## config.mk

```make
export PLATFORM = sky130hd
export DESIGN_NAME = hazard_detection_unit
export DESIGN_NICKNAME = d
export VERILOG_FILES = /design/src/rtl/hazard_detection_unit.sv
export SDC_FILE = /design/constraint.sdc
export NUM_CORES = 1
export LEC_CHECK = 0
export BUFFER_PORTS_ARGS = -buffer_cell sky130_fd_sc_hd__buf_4
export CAP_MARGIN = 20
export CORE_MARGIN = 2
export CORE_UTILIZATION = 32
export DETAILED_ROUTE_END_ITERATION = 10
export GPL_TIMING_DRIVEN = 0
export SYNTH_ARGS = -nofsm -noshare
export SYNTH_HDL_FRONTEND = slang
export SYNTH_SLANG_ARGS = --single-unit
```

## constraint.sdc

```tcl
create_clock -name clk -period 5.1 [get_ports clk]
set_clock_uncertainty 0.2 [all_clocks]
set_input_delay 0.765 -clock clk [delete_from_list [all_inputs] [get_ports clk]]
set_output_delay 0.765 -clock clk [all_outputs]
set_load 0.05 [all_outputs]
```

## src/rtl/hazard_detection_unit.sv

```systemverilog
// ============================================================================
// hazard_detection_unit: MEM-stage tracking, EX forwarding select, dmem wait FSM
// Rev 1.0
// ============================================================================
`default_nettype none

module hazard_detection_unit #(
  parameter int XLEN           = 32,
  parameter int TIMEOUT_CYCLES = 255
) (
  input  logic       clk,
  input  logic       reset_n,
  input  logic       ex_valid,
  input  logic       ex_flush,
  input  logic [4:0] ex_rs1,
  input  logic [4:0] ex_rs2,
  input  logic       ex_uses_rs1,
  input  logic       ex_uses_rs2,
  input  logic [4:0] ex_rd,
  input  logic       ex_reg_write,
  input  logic [6:0] ex_opcode,
  input  logic       dmem_ready,
  output logic [1:0] hazard_op,
  output logic [6:0] MEM_opcode,
  output logic [4:0] mem_rd,
  output logic       stall_pipeline,
  output logic [15:0] stall_count,
  output logic       mem_timeout
);

  localparam logic [6:0]  OP_NOP    = 7'b0010011;
  localparam logic [6:0]  OP_LOAD   = 7'b0000011;
  localparam logic [6:0]  OP_STORE  = 7'b0100011;
  localparam logic [15:0] TIMEOUT_W = 16'(TIMEOUT_CYCLES);

  if (XLEN < 1 || TIMEOUT_CYCLES < 1 || TIMEOUT_CYCLES > 65535) begin : g_param_check
    $error("hazard_detection_unit: illegal parameter value");
  end

  typedef enum logic {
    ST_RUN  = 1'b0,
    ST_WAIT = 1'b1
  } state_e;

  logic        mem_valid_q, mem_valid_d;
  logic [4:0]  mem_rd_q, mem_rd_d;
  logic        mem_reg_write_q, mem_reg_write_d;
  logic [6:0]  mem_opcode_q, mem_opcode_d;
  state_e      state_q, state_d;
  logic [15:0] wait_cnt_q, wait_cnt_d;
  logic [15:0] stall_count_q, stall_count_d;
  logic        mem_timeout_q, mem_timeout_d;

  logic prod;
  logic memop;
  logic ex_live;

  always_comb begin
    prod    = mem_valid_q & mem_reg_write_q & (mem_rd_q != 5'd0);
    memop   = mem_valid_q & ((mem_opcode_q == OP_LOAD) | (mem_opcode_q == OP_STORE));
    ex_live = ex_valid & ~ex_flush;

    hazard_op[0] = prod & ex_valid & ex_uses_rs1 & (ex_rs1 == mem_rd_q);
    hazard_op[1] = prod & ex_valid & ex_uses_rs2 & (ex_rs2 == mem_rd_q);

    // WAIT is only ever entered with a memory op held in MEM, so ~dmem_ready suffices there
    if (state_q == ST_WAIT) stall_pipeline = ~dmem_ready;
    else                    stall_pipeline = memop & ~dmem_ready;

    mem_valid_d     = mem_valid_q;
    mem_rd_d        = mem_rd_q;
    mem_reg_write_d = mem_reg_write_q;
    mem_opcode_d    = mem_opcode_q;
    if (!stall_pipeline) begin
      mem_valid_d     = ex_live;
      mem_rd_d        = ex_rd;
      mem_reg_write_d = ex_live & ex_reg_write;
      mem_opcode_d    = ex_live ? ex_opcode : OP_NOP;
    end

    state_d    = state_q;
    wait_cnt_d = wait_cnt_q;
    case (state_q)
      ST_RUN: begin
        if (stall_pipeline) begin
          state_d    = ST_WAIT;
          wait_cnt_d = 16'd1;
        end
      end
      ST_WAIT: begin
        if (dmem_ready) begin
          state_d    = ST_RUN;
          wait_cnt_d = 16'd0;
        end else if (wait_cnt_q != 16'hFFFF) begin
          wait_cnt_d = wait_cnt_q + 16'd1;
        end
      end
      default: begin
        state_d    = ST_RUN;
        wait_cnt_d = 16'd0;
      end
    endcase

    mem_timeout_d = mem_timeout_q | (stall_pipeline & (wait_cnt_d >= TIMEOUT_W));

    stall_count_d = stall_count_q;
    if (stall_pipeline && stall_count_q != 16'hFFFF) stall_count_d = stall_count_q + 16'd1;
  end

  always_ff @(posedge clk or negedge reset_n) begin
    if (!reset_n) begin
      mem_valid_q     <= 1'b0;
      mem_rd_q        <= 5'd0;
      mem_reg_write_q <= 1'b0;
      mem_opcode_q    <= OP_NOP;
      state_q         <= ST_RUN;
      wait_cnt_q      <= 16'd0;
      stall_count_q   <= 16'd0;
      mem_timeout_q   <= 1'b0;
    end else begin
      mem_valid_q     <= mem_valid_d;
      mem_rd_q        <= mem_rd_d;
      mem_reg_write_q <= mem_reg_write_d;
      mem_opcode_q    <= mem_opcode_d;
      state_q         <= state_d;
      wait_cnt_q      <= wait_cnt_d;
      stall_count_q   <= stall_count_d;
      mem_timeout_q   <= mem_timeout_d;
    end
  end

  assign MEM_opcode  = mem_opcode_q;
  assign mem_rd      = mem_rd_q;
  assign stall_count = stall_count_q;
  assign mem_timeout = mem_timeout_q;

endmodule

`default_nettype wire

```

; ---- After elaboration in Yosys (flattened, before gate mapping)
; Cells that the tools add are included.
[totals]
ff_bits = 48
latchBits = 0
ram_bits = 0
rom_bits = 0
in_bits = 30
word_cells = 45
memories = 0
[op_classes]
n_addsub = 2
mul = 0
n_div = 0
n_lt_le_gt_ge = 1
n_eq_ne = 6
shift = 0
n_mux = 9
bitwise = 17
reduce_logical = 2
[op_table]
columns = op, count
row1 = 16-bit 2-to-1 mux, 3
row2 = "16-bit by 1-bit adder with 16-bit output, second input constant", 2
row3 = "16-bit != test, second input constant", 2
row4 = 16-bit one-hot mux with 2 select lines, 1
row5 = "16-bit by 8-bit >= comparator with 1-bit output, second input constant", 1
row6 = 1-bit bitwise AND, 12
row7 = 5-bit equality test, 2
row8 = "7-bit by 2-bit equality test with 1-bit output, second input constant", 1
row9 = "7-bit by 6-bit equality test with 1-bit output, second input constant", 1
row10 = 7-bit 2-to-1 mux, 1
row11 = 5-bit nonzero test, 1
row12 = 1-bit 2-to-1 mux, 3
row13 = 1-bit NOT, 3
row14 = 1-bit OR, 2
row15 = 1-bit one-hot mux with 2 select lines, 1
row16 = 1-bit logical AND, 1

; ---- Longest topological paths before layout
[logic_depth]
ltp_word = 10
mapped_depth = 9

; ---- Worst setup path after synthesis
; Ideal clock, no wire load.
[synth_timing]
kind = input -> output
startpoint = in dmem_ready
endpoint = out stall_pipeline
arrival_time_ps = 2216
slack_ps = 1919
path_stages = 6
path_buffers = 2
cell_sequence = nor4b_2 nand4_1 and2_1 clkbuf_1 inv_1 clkbuf_1
[synth_between]
elab_chain_len = 3
[synth_rtl]
columns = element, line_no
row1 = from (decl), 22  ; input logic dmem_ready,
row2 = 1-bit NOT (*), "67, 68"
row3 = 1-bit bitwise AND, 68  ; else stall_pipeline = memop & ~dmem_ready;
row4 = 1-bit 2-to-1 mux (*), 67  ; if (state_q == ST_WAIT) stall_pipeline = ~dmem_ready;
row5 = to (decl), 26  ; output logic stall_pipeline,
; Mark *: on every way between the ends. The rest lies on a longest branch, timed or not.

; ---- Worst setup path after layout
; Same ends and word-level chain as after synthesis.

==> reports/metrics.cfg <==
[timing]
min_period_ns = 3.54
finalSetupTns_ns = 0
fmax_ghz = 0.282
hold_viol_final = 0
rsz0062_at_grt = no
timing.slew.headroom_pct = 50.0
worst_pin_slew_ns = 0.741
setup_viol = 0
period_share_pct = 69.4
final_max_slew_viol_count = 0

[floorplan]
die_h_um = 92.7
num_rows = 32
io_pins = 62
initial_core_util_pct = 32.7
die_area_um2 = 8590
core_um2 = 7690
chipWidth_um = 92.7

[global_route]
grt_use_total_pct = 14.8
overflow = 0
grt_max_degree = 49
grt_pass1_wl_mm = 10.3
grt_pass1_vias = 2101
antenna_found_initial = 0

[synth]
synth_ff_type = dfrtp_1
syn_area_um2 = 2520
yosysUniqueCellTypes = 52
yosysSeqAreaShare_pct = 47.9
syn_nets = 287
netlist_instances = 255
avgSynthCellArea_um2 = 9.87
synth_seq_cells = 48
async_reset_ff_share_pct = 100
ys_warn_count = 0
synth_edf_count = 0

[power]
total_power_w = 0.000848
powerDensity_nw_per_um2 = 264
p_leak_nw = 1.44
ir_drop_mv = 0.225

[clock_network]
clockBufferDepth = 2
clk_pin_slew_ns = 0.09
root_buffer = clkbuf_8
clkLatencyLatePin_ns = 0.30
cts_tree = built
post_cts_resized = 0
postCtsHoldBufs = 0
post_cts.repair.setup_buffers = 0
h-tree-depth = 2
cts_buffers = 5
clock_sinks = 48

[route]
wl_per_cell_um = 14.4
antenna_left = 0
drt_iter0_drc = 96
viasPerCell = 5.26
vias = 2241
first_pass_iters = 4
drc_errors = 0
wl_mm = 6.12

[finish]
fill_cells = 776
area_growth_pct = 27.5
antenna_cells = 0
final_core_util_pct = 41.7
final_net_count = 355
finalInstanceArea_um2 = 3210
drive_gt1_share_pct = 25.9

[critical_path]
critPathCaptureType = output pin
critical_path_arrival_ns = 2.58
path_class = primary input to output pin
cp_slowest_cell = clkbuf_1
path_max_fanout = 11
critPathBufInv = 5
start_kind = primary input
crit_required_ns = 4.14
critPathMaxStageDelay_ns = 0.42
crit_chain = buf_4 > nor4b_2 > nand4_1 > and2_1 > clkbuf_1 > inv_1 > clkbuf_1 > buf_4
path_delay_family = buffers and inverters

[placement]
placed_area_um2 = 3100
place.port_buffers = 61
globalplace.congestion = 0.850
hpwl_mm = 4.48

[run_status]
status = complete, no violations

[min_path]
holdCritPathClass = primary input to async pin

[job]
cap_violations = 0

-- registers in the layout (all words and copies together) (netlist names) --
signal,cells
stall_count,16
mem_valid_q,1
mem_timeout,1
mem_reg_write_q,1
mem_rd,5
wait_cnt_q,16
state_q,1
MEM_opcode,7
-- per-layer routing --
layer  global-route usage (%)  vias up  share of wire (%)  wire, um
li1                         -     1086                  -         -
met1                     21.4     1085                 47      2890
met2                     22.9       65                 47      2860
met3                     3.58        5                5.5       336
met4                     2.33        0               0.59        36
met5                        0        -                  0         0
-- stage by stage --
step	setup slack [ns]	hold WS, ns	cells
after CTS	1.54	0.297	426
after global routing	1.37	0.330	426
after floorplan	1.92	0.261	255
after detailed placement	1.56	0.298	418
after global placement	1.57	0.287	418
final	1.56	0.269	426
-- cells in the mapped netlist (all sizes together), types with 4 or more instances --
master	instances	share of area [%]
nor4	4	0.99
and4	5	1.8
inv	5	0.75
a22o	6	2.1
xor2	4	1.4
xnor2	21	7.3
nor2	11	1.6
a21oi	6	1.2
dfrtp	45	45
nand2	33	4.9
a31oi	6	1.5
nor3	8	1.6
or4	4	1.2
nand3	12	2.4
a41oi	6	2.4
o21ai	14	2.8
nand4	14	3.7
clkbuf	8	1.2
-- worst paths after layout --
kind / startpoint / to / slack, ns / depth (start not counted)
max: dmem_ready / stall_pipeline / 1.56 / 8
min: reset_n / wait_cnt_q[8]$_DFF_PN0_ / 0.27 / 1
max reg2reg: wait_cnt_q[1]$_DFF_PN0_ / mem_timeout$_DFF_PN0_ / 2.16 / 8
min reg2reg: stall_count[5]$_DFFE_PN0P_ / stall_count[5]$_DFFE_PN0P_ / 0.30 / 1
max in group asynchronous: reset_n / stall_count[5]$_DFFE_PN0P_ / 4.02 / 1
min in group clk: stall_count[5]$_DFFE_PN0P_ / stall_count[5]$_DFFE_PN0P_ / 0.30 / 1
-- cells by family (layout without fill, tap and decap cells) --
kind of cell	count (synthesis)	after routing	synth area share (%)
simple gates	106	106	23.0
mux	1	1	0.448
compound gates	57	57	16.5
buf+inv	16	85	2.49
flops	48	48	47.9
xor+xnor	25	25	8.70
fa+ha+maj	2	2	0.994
-- layout make-up --
| type | count | area, um2 | area share, % |
|---|---|---|---|
| Buffer | 11 | 43.8 | 1.36 |
| Clock buffer | 6 | 72.6 | 2.26 |
| Clock inverter | 2 | 35.0 | 1.09 |
| Inverter | 5 | 18.8 | 0.585 |
| Multi-Input combinational cell | 191 | 1250 | 38.9 |
| Sequential cell | 48 | 1200 | 37.5 |
| Tap cell | 102 | 128 | 3.98 |
| Timing Repair Buffer | 61 | 458 | 14.3 |
-- power by group --
part	switching, W	internal [W]	total, W
registers	0.0000234	0.000400	0.000423
logic	0.0000910	0.0000583	0.000149
clock network	0.000130	0.000146	0.000276
total	0.000245	0.000604	0.000848
-- cell usage in the layout (no fill, tap or decap), types with 6 or more instances in the layout --
| master | instances |
|---|---|
| a21oi_1 | 6 |
| a22o_1 | 6 |
| a31oi_1 | 6 |
| buf_4 | 61 |
| clkbuf_1 | 9 |
| dfrtp_1 | 45 |
| nand2_1 | 33 |
| nand3_1 | 12 |
| nand4_1 | 13 |
| nor2_1 | 11 |
| nor3_1 | 8 |
| o21ai_0 | 13 |
| xnor2_1 | 21 |
Power figures use the tool's default switching activity.
